===== src/rtl/uart_tx_arbiter_if.sv =====
// Bundle between the byte-stream requesters, the packet arbiter and the UART TX pins.
// Latency: none (wires only).
// Backpressure: requesters hold req_valid/req_data/req_last until req_ack; the UART throttles via tx_busy.
//
// Signals:
//   req_valid/req_data/req_last : per-requester byte offer, lane i at [i*DATA_WIDTH +: DATA_WIDTH]
//   req_ack                     : one-cycle consume pulse back to the requester
//   grant                       : one-hot packet owner, zero when idle
//   tx_data/tx_start/tx_busy    : UART data_input / data_en / tx_busy
//   arb_busy/err_timeout        : packet in progress / packet aborted
// Modports: slave = the arbiter, master = the requester + UART side driving it.
interface uart_tx_arbiter_if #(
  parameter int NUM_REQ    = 2,
  parameter int DATA_WIDTH = 8
);
  logic [NUM_REQ-1:0]            req_valid;
  logic [NUM_REQ*DATA_WIDTH-1:0] req_data;
  logic [NUM_REQ-1:0]            req_last;
  logic [NUM_REQ-1:0]            req_ack;
  logic [NUM_REQ-1:0]            grant;
  logic [DATA_WIDTH-1:0]         tx_data;
  logic                          tx_start;
  logic                          tx_busy;
  logic                          arb_busy;
  logic                          err_timeout;

  modport slave (
    input  req_valid, req_data, req_last, tx_busy,
    output req_ack, grant, tx_data, tx_start, arb_busy, err_timeout
  );

  modport master (
    output req_valid, req_data, req_last, tx_busy,
    input  req_ack, grant, tx_data, tx_start, arb_busy, err_timeout
  );
endinterface


===== src/rtl/uart_tx_arbiter.sv =====
// Round-robin packet arbiter sharing one UART transmitter between NUM_REQ byte streams.
// Latency: req_valid sampled in IDLE -> tx_start/req_ack/grant one cycle later.
// Backpressure: each byte waits for tx_busy to rise then fall; the owner keeps the grant until its last byte.
//
// Ports: clk, rst (synchronous, active high), bus (uart_tx_arbiter_if.slave).
// Optional feature: define UART_ARB_TIMEOUT_EN to abort a packet when tx_busy never rises
// within BUSY_TIMEOUT cycles of tx_start (err_timeout pulses, grant released, rr advanced).
module uart_tx_arbiter #(
  parameter int NUM_REQ      = 2,
  parameter int DATA_WIDTH   = 8,
  parameter int BUSY_TIMEOUT = 16384
) (
  input logic             clk,
  input logic             rst,
  uart_tx_arbiter_if.slave bus
);
  localparam int IW = (NUM_REQ > 1) ? $clog2(NUM_REQ) : 1;

  typedef enum logic [1:0] {IDLE, WAIT_BUSY, WAIT_DONE, NEXT} state_t;

  state_t                state;
  logic [IW-1:0]         rr;
  logic [IW-1:0]         owner;
  logic                  last_q;
  logic [NUM_REQ-1:0]    grant_q;
  logic [NUM_REQ-1:0]    ack_q;
  logic [DATA_WIDTH-1:0] data_q;
  logic                  start_q;
  logic                  busy_q;

  logic                  win_vld;
  logic [IW-1:0]         win_idx;
  logic [IW-1:0]         cand;
  logic [IW-1:0]         sel;
  logic [DATA_WIDTH-1:0] load_dat;
  logic                  load_last;
  logic [IW-1:0]         rr_after;

`ifdef UART_ARB_TIMEOUT_EN
  localparam int CW = $clog2(BUSY_TIMEOUT + 1);
  logic [CW-1:0] to_cnt;
  logic          err_q;
`else
  // BUSY_TIMEOUT only sizes the abort counter; keep it referenced in this build.
  logic unused_busy_timeout;
  assign unused_busy_timeout = (BUSY_TIMEOUT > 0);
`endif

  // Round robin: first valid requester scanning upward from rr with wrap.
  always_comb begin
    win_vld = 1'b0;
    win_idx = '0;
    cand    = '0;
    for (int k = 0; k < NUM_REQ; k++) begin
      cand = IW'((int'(rr) + k) % NUM_REQ);
      if (!win_vld && bus.req_valid[cand]) begin
        win_vld = 1'b1;
        win_idx = cand;
      end
    end
  end

  // In IDLE the byte comes from the fresh winner, later bytes from the locked owner.
  always_comb begin
    sel      = (state == IDLE) ? win_idx : owner;
    load_dat = '0;
    for (int k = 0; k < NUM_REQ; k++) begin
      if (sel == IW'(k)) load_dat = bus.req_data[k*DATA_WIDTH +: DATA_WIDTH];
    end
    load_last = bus.req_last[sel];
  end

  assign rr_after = (owner == IW'(NUM_REQ - 1)) ? '0 : owner + 1'b1;

  always_ff @(posedge clk) begin
    if (rst) begin
      state   <= IDLE;
      rr      <= '0;
      owner   <= '0;
      last_q  <= 1'b0;
      grant_q <= '0;
      ack_q   <= '0;
      data_q  <= '0;
      start_q <= 1'b0;
      busy_q  <= 1'b0;
`ifdef UART_ARB_TIMEOUT_EN
      to_cnt  <= '0;
      err_q   <= 1'b0;
`endif
    end else begin
      start_q <= 1'b0;
      ack_q   <= '0;
`ifdef UART_ARB_TIMEOUT_EN
      err_q   <= 1'b0;
`endif
      case (state)
        IDLE: begin
          if (!bus.tx_busy && win_vld) begin
            owner   <= win_idx;
            grant_q <= NUM_REQ'(1) << win_idx;
            data_q  <= load_dat;
            last_q  <= load_last;
            start_q <= 1'b1;
            ack_q   <= NUM_REQ'(1) << win_idx;
            busy_q  <= 1'b1;
            state   <= WAIT_BUSY;
`ifdef UART_ARB_TIMEOUT_EN
            to_cnt  <= '0;
`endif
          end
        end
        WAIT_BUSY: begin
          if (bus.tx_busy) begin
            state <= WAIT_DONE;
          end
`ifdef UART_ARB_TIMEOUT_EN
          else if (to_cnt == CW'(BUSY_TIMEOUT - 1)) begin
            // UART never acknowledged the byte: drop the rest of the packet.
            err_q   <= 1'b1;
            grant_q <= '0;
            busy_q  <= 1'b0;
            rr      <= rr_after;
            state   <= IDLE;
          end else begin
            to_cnt <= to_cnt + 1'b1;
          end
`endif
        end
        WAIT_DONE: begin
          if (!bus.tx_busy) begin
            if (last_q) begin
              grant_q <= '0;
              busy_q  <= 1'b0;
              rr      <= rr_after;
              state   <= IDLE;
            end else begin
              state <= NEXT;
            end
          end
        end
        NEXT: begin
          // Grant stays locked; other requesters wait however long the owner stalls.
          if (bus.req_valid[owner]) begin
            data_q  <= load_dat;
            last_q  <= load_last;
            start_q <= 1'b1;
            ack_q   <= NUM_REQ'(1) << owner;
            state   <= WAIT_BUSY;
`ifdef UART_ARB_TIMEOUT_EN
            to_cnt  <= '0;
`endif
          end
        end
        default: state <= IDLE;
      endcase
    end
  end

  assign bus.grant    = grant_q;
  assign bus.req_ack  = ack_q;
  assign bus.tx_data  = data_q;
  assign bus.tx_start = start_q;
  assign bus.arb_busy = busy_q;
`ifdef UART_ARB_TIMEOUT_EN
  assign bus.err_timeout = err_q;
`else
  assign bus.err_timeout = 1'b0;
`endif
endmodule


===== src/flat_wrapper.sv =====
// flat-port wrapper written by rule: the top's interface ports become plain ports
module uart_tx_arbiter_flat 
#(
  parameter int NUM_REQ      = 2,
  parameter int DATA_WIDTH   = 8,
  parameter int BUSY_TIMEOUT = 16384
)
  (clk, rst, bus_req_valid, bus_req_data, bus_req_last, bus_tx_busy, bus_req_ack, bus_grant, bus_tx_data, bus_tx_start, bus_arb_busy, bus_err_timeout);
  uart_tx_arbiter_if #(.NUM_REQ(NUM_REQ), .DATA_WIDTH(DATA_WIDTH)) bus_i ();
  input logic clk;
  input logic rst;
  input wire logic [$bits(bus_i.req_valid)-1:0] bus_req_valid;
  input wire logic [$bits(bus_i.req_data)-1:0] bus_req_data;
  input wire logic [$bits(bus_i.req_last)-1:0] bus_req_last;
  input wire logic [$bits(bus_i.tx_busy)-1:0] bus_tx_busy;
  output wire logic [$bits(bus_i.req_ack)-1:0] bus_req_ack;
  output wire logic [$bits(bus_i.grant)-1:0] bus_grant;
  output wire logic [$bits(bus_i.tx_data)-1:0] bus_tx_data;
  output wire logic [$bits(bus_i.tx_start)-1:0] bus_tx_start;
  output wire logic [$bits(bus_i.arb_busy)-1:0] bus_arb_busy;
  output wire logic [$bits(bus_i.err_timeout)-1:0] bus_err_timeout;
  assign bus_i.req_valid = bus_req_valid;
  assign bus_i.req_data = bus_req_data;
  assign bus_i.req_last = bus_req_last;
  assign bus_i.tx_busy = bus_tx_busy;
  assign bus_req_ack = bus_i.req_ack;
  assign bus_grant = bus_i.grant;
  assign bus_tx_data = bus_i.tx_data;
  assign bus_tx_start = bus_i.tx_start;
  assign bus_arb_busy = bus_i.arb_busy;
  assign bus_err_timeout = bus_i.err_timeout;
  uart_tx_arbiter #(.NUM_REQ(NUM_REQ), .DATA_WIDTH(DATA_WIDTH), .BUSY_TIMEOUT(BUSY_TIMEOUT)) u_core (.clk(clk), .rst(rst), .bus(bus_i));
endmodule

===== config.mk =====
export PLATFORM = sky130hd
export DESIGN_NAME = uart_tx_arbiter_flat
export DESIGN_NICKNAME = d
export VERILOG_FILES = /design/src/rtl/uart_tx_arbiter_if.sv /design/src/rtl/uart_tx_arbiter.sv /design/src/flat_wrapper.sv
export SDC_FILE = /design/constraint.sdc
export NUM_CORES = 1
export LEC_CHECK = 0
export CAP_MARGIN = 0
export CORE_ASPECT_RATIO = 0.8
export CORE_MARGIN = 4
export CORE_UTILIZATION = 42
export CTS_CLUSTER_DIAMETER = 60
export DETAILED_ROUTE_END_ITERATION = 8
export PLACE_DENSITY = 0.78
export SETUP_SLACK_MARGIN = 0.05
export SLEW_MARGIN = 25
export SYNTH_ARGS = -nofsm -noshare
export SYNTH_HDL_FRONTEND = slang
export SYNTH_SLANG_ARGS = --single-unit

===== constraint.sdc =====
create_clock -name clk -period 2.5 [get_ports clk]
set_clock_uncertainty 0.1 [all_clocks]
set_input_delay 0.375 -clock clk [delete_from_list [all_inputs] [get_ports clk]]
set_output_delay 0.375 -clock clk [all_outputs]
set_load 0.01 [all_outputs]

==> impl_results.md <==
* Status: finished clean
* Clock Latency Late Sink at a little under 300 ps
* Int Power at 560 uW
* IO buf count at 36
* Fillcell total at approximately 180
* RR Endpoint: u_core.state[1]
* Synth top cells by count: dfxtp_1, nor2_1, mux2i_1
* Crit Reg-Reg Startpoint: u_core.state[1]
* Synth area leaders: dfxtp_1, mux2i_1, a211oi_1
* Hold crit path type: reg -> reg
* Site Rows at 15
* Initial antenna violation count at 0
* Finish-stage setup viols at 0
* WP data required at 2620 ps
* FFs w/ async S/R, synth at 0
* Setup bufs post-CTS at 0
* First-pass GRT wire length at around 3600 microns
* Clock root cell: clkbuf_4
* Ys flop type: dfxtp_1
* DRC violations left at 0
* Final WS setup at 562 ps
* Die area at between 3000 and 4000 sq um
* Power Total at 807 uW
* N_diodes at 0
* Reg area at about 380 sq um
* Crit-path max FO at 8
* Starting Density at 0.443
* Kind of critical path: reg -> reg
* Psw at approximately 250 uW
* Synth warn at 0
* Die W at around 61 microns
* Hold Slack at approximately 400 ps
* Core Footprint at about 2200 sq um
* CTS tree: built
* Post-DRT Antenna Nets at 0
* Vias in the first global route at 900
* Vias post-DR at around 900
* Post-Route WL at 2210 microns
* # nets final at between 150 and 200
* CP Launch Type: flop
* Synth Register Bits at 19
* Multi-input logic area at roughly 530 sq um
* Final instance area at around 1400 sq um
* Cell Area, Synth at between 900 and 1000 sq um
* Share of cells above drive strength 1 at 0.0704
* Min Tclk post-route at roughly 1900 ps
* Final GP Congestion at around 0.84
* Final period util at 0.775
* Hold buffers post-CTS at 0
* Die Y at around 51 microns
* Max Cap Viol at 0
* Fin. Hold Viols at 0
* Clk network pwr share at 0.192
* CTS H-Tree Depth at 1
* Final Core Density at 0.633
* Clock tree buffer depth at 2
* CTS Buf Count at 3
* Seq pwr share at 0.451
* Placement Cell Area at about 1300 sq um
* LEAKAGE at approximately 0.56 nW
* Seq/Total Area, Yosys at 0.397
* Setup TNS at 0 ps
* Mapped Cells at roughly 100
* I/O pins at 38
* Largest net degree at the start of global routing at 19
* Hold path depth at 2
* Unrepaired setup endpoints after global routing: no
* Post-synth top area share at 0.397
* DR WL/cell at 13.2 microns
* Switching Share at 0.307
* Most common cell in the netlist: dfxtp_1
* Global-route usage over all layers at 0.151
* DR vias/cell at 5.38
* Area delta synth->final at 42.7%
* Post-synthesis net count at 131
* PostCTS Resize Cnt at 0
* CTS Sinks at 19
* Largest area contributor in the netlist: dfxtp_1
* Number of synthesized flops with an enable pin at 0
* Finished Layout Cells at around 170
* FF-to-FF setup slack at 560 ps
* Worst hold start: u_core.bus.grant[0]
* Worst Reg2Reg Path Length in Cells at 6
* Worst VDD drop at around 0.00038 V
* Detailed Routing Iterations Pass 1 at 4
* WP data arrival at slightly above 2000 ps
* Detailed Route Iter0 Violations at 32
* CP endpoint kind: flop
* Synth cell types at 32
* GR Overflow Total at 0
* Power per cell area at 591 nW/um^2
* Fmax achieved at 516 MHz
* Hold endpoint: u_core.bus.grant[0]
* Syn_area_per_cell at just over 9 sq um
* HPWL Detailed at roughly 1800 microns
* Placed cell count at ~160
* Post-Place Setup Slack at roughly 290 ps
* Reg clk slew, reported paths at 110 ps
* Combinational share of power at 0.357
* Final Slew Violations at 0
-- worst max-delay path, cell delays in order (launching register included) --
cell,delay [ps]
dfxtp_1,350
inv_1,100
ha_1,290
or3b_2,490
a22oi_1,290
nor2_1,70
o31ai_1,180
-- cells by family after synthesis --
kind of cell             after synthesis  share of synthesized area
adder cells (fa/ha/maj)                4                     0.0523
AND/OR/NAND/NOR                       34                      0.176
other                                  1                    0.00392
AO/OA/AOI/OAI                         28                      0.221
buffers and inverters                  8                     0.0444
flip-flops                            19                      0.397
multiplexers                          10                      0.105
-- cell type report --
class / count / area share
flip-flops and latches: 19 / 0.278
clock buffers: 4 / 0.0192
well taps: 25 / 0.0229
multi-input cells: 77 / 0.391
inverters: 3 / 0.00824
repair buffers: 39 / 0.280
-- layer usage --
metal	global-route usage	vias to the layer above	routed length, microns	part of all wire
met5	0	-	0	0
met4	0.0247	0	0	0
li1	-	449	-	-
met1	0.165	413	885	0.40
met2	0.262	37	1100	0.50
met3	0.0746	0	223	0.10
-- registers in the layout (all words and copies together), names as in the netlist --
signal,flops
u_core.bus.tx_start,1
u_core.bus.req_ack,2
u_core.state,2
u_core.bus.arb_busy,1
u_core.bus.tx_data,8
u_core.owner,1
u_core.bus.grant,2
u_core.rr,1
u_core.last_q,1
-- power by group through the flow --
stage / registers [mW] / logic [mW] / clock network [mW]
6_report: 0.364 / 0.288 / 0.155
3_3_place_gp: 0.370 / 0.282 / 0
4_1_cts: 0.365 / 0.290 / 0.162
3_5_place_dp: 0.371 / 0.289 / 0
2_1_floorplan: 0.382 / 0.151 / 0
5_1_grt: 0.370 / 0.315 / 0.172
-- placed cells by master, fill, tap and decap left out, drive strengths merged, types with 2 or more instances in the layout --
master	synthesis	routed
buf	3	3
dfxtp	19	19
nand3	3	3
o21ai	3	3
a2bb2oi	3	3
and2	2	2
nor2	16	16
nor2b	3	3
nand2	2	2
clkbuf	2	4
mux2i	10	10
a21oi	5	5
a211oi	11	11
nand2b	3	3
clkdlybuf4s50	0	36
inv	3	3
ha	4	4
-- worst max-delay path by stage --
stage,start,endpoint,depth (start not counted)
floorplan,u_core.state[0],u_core.last_q,7
global placement,bus_req_valid[1],u_core.state[1],5
detailed placement,bus_req_valid[1],u_core.bus.tx_data[7],6
CTS,u_core.state[1],u_core.state[1],6
global route,u_core.state[1],u_core.state[0],6
finish,u_core.state[1],u_core.state[1],6
Note: power is estimated with default switching activity, not from simulation.
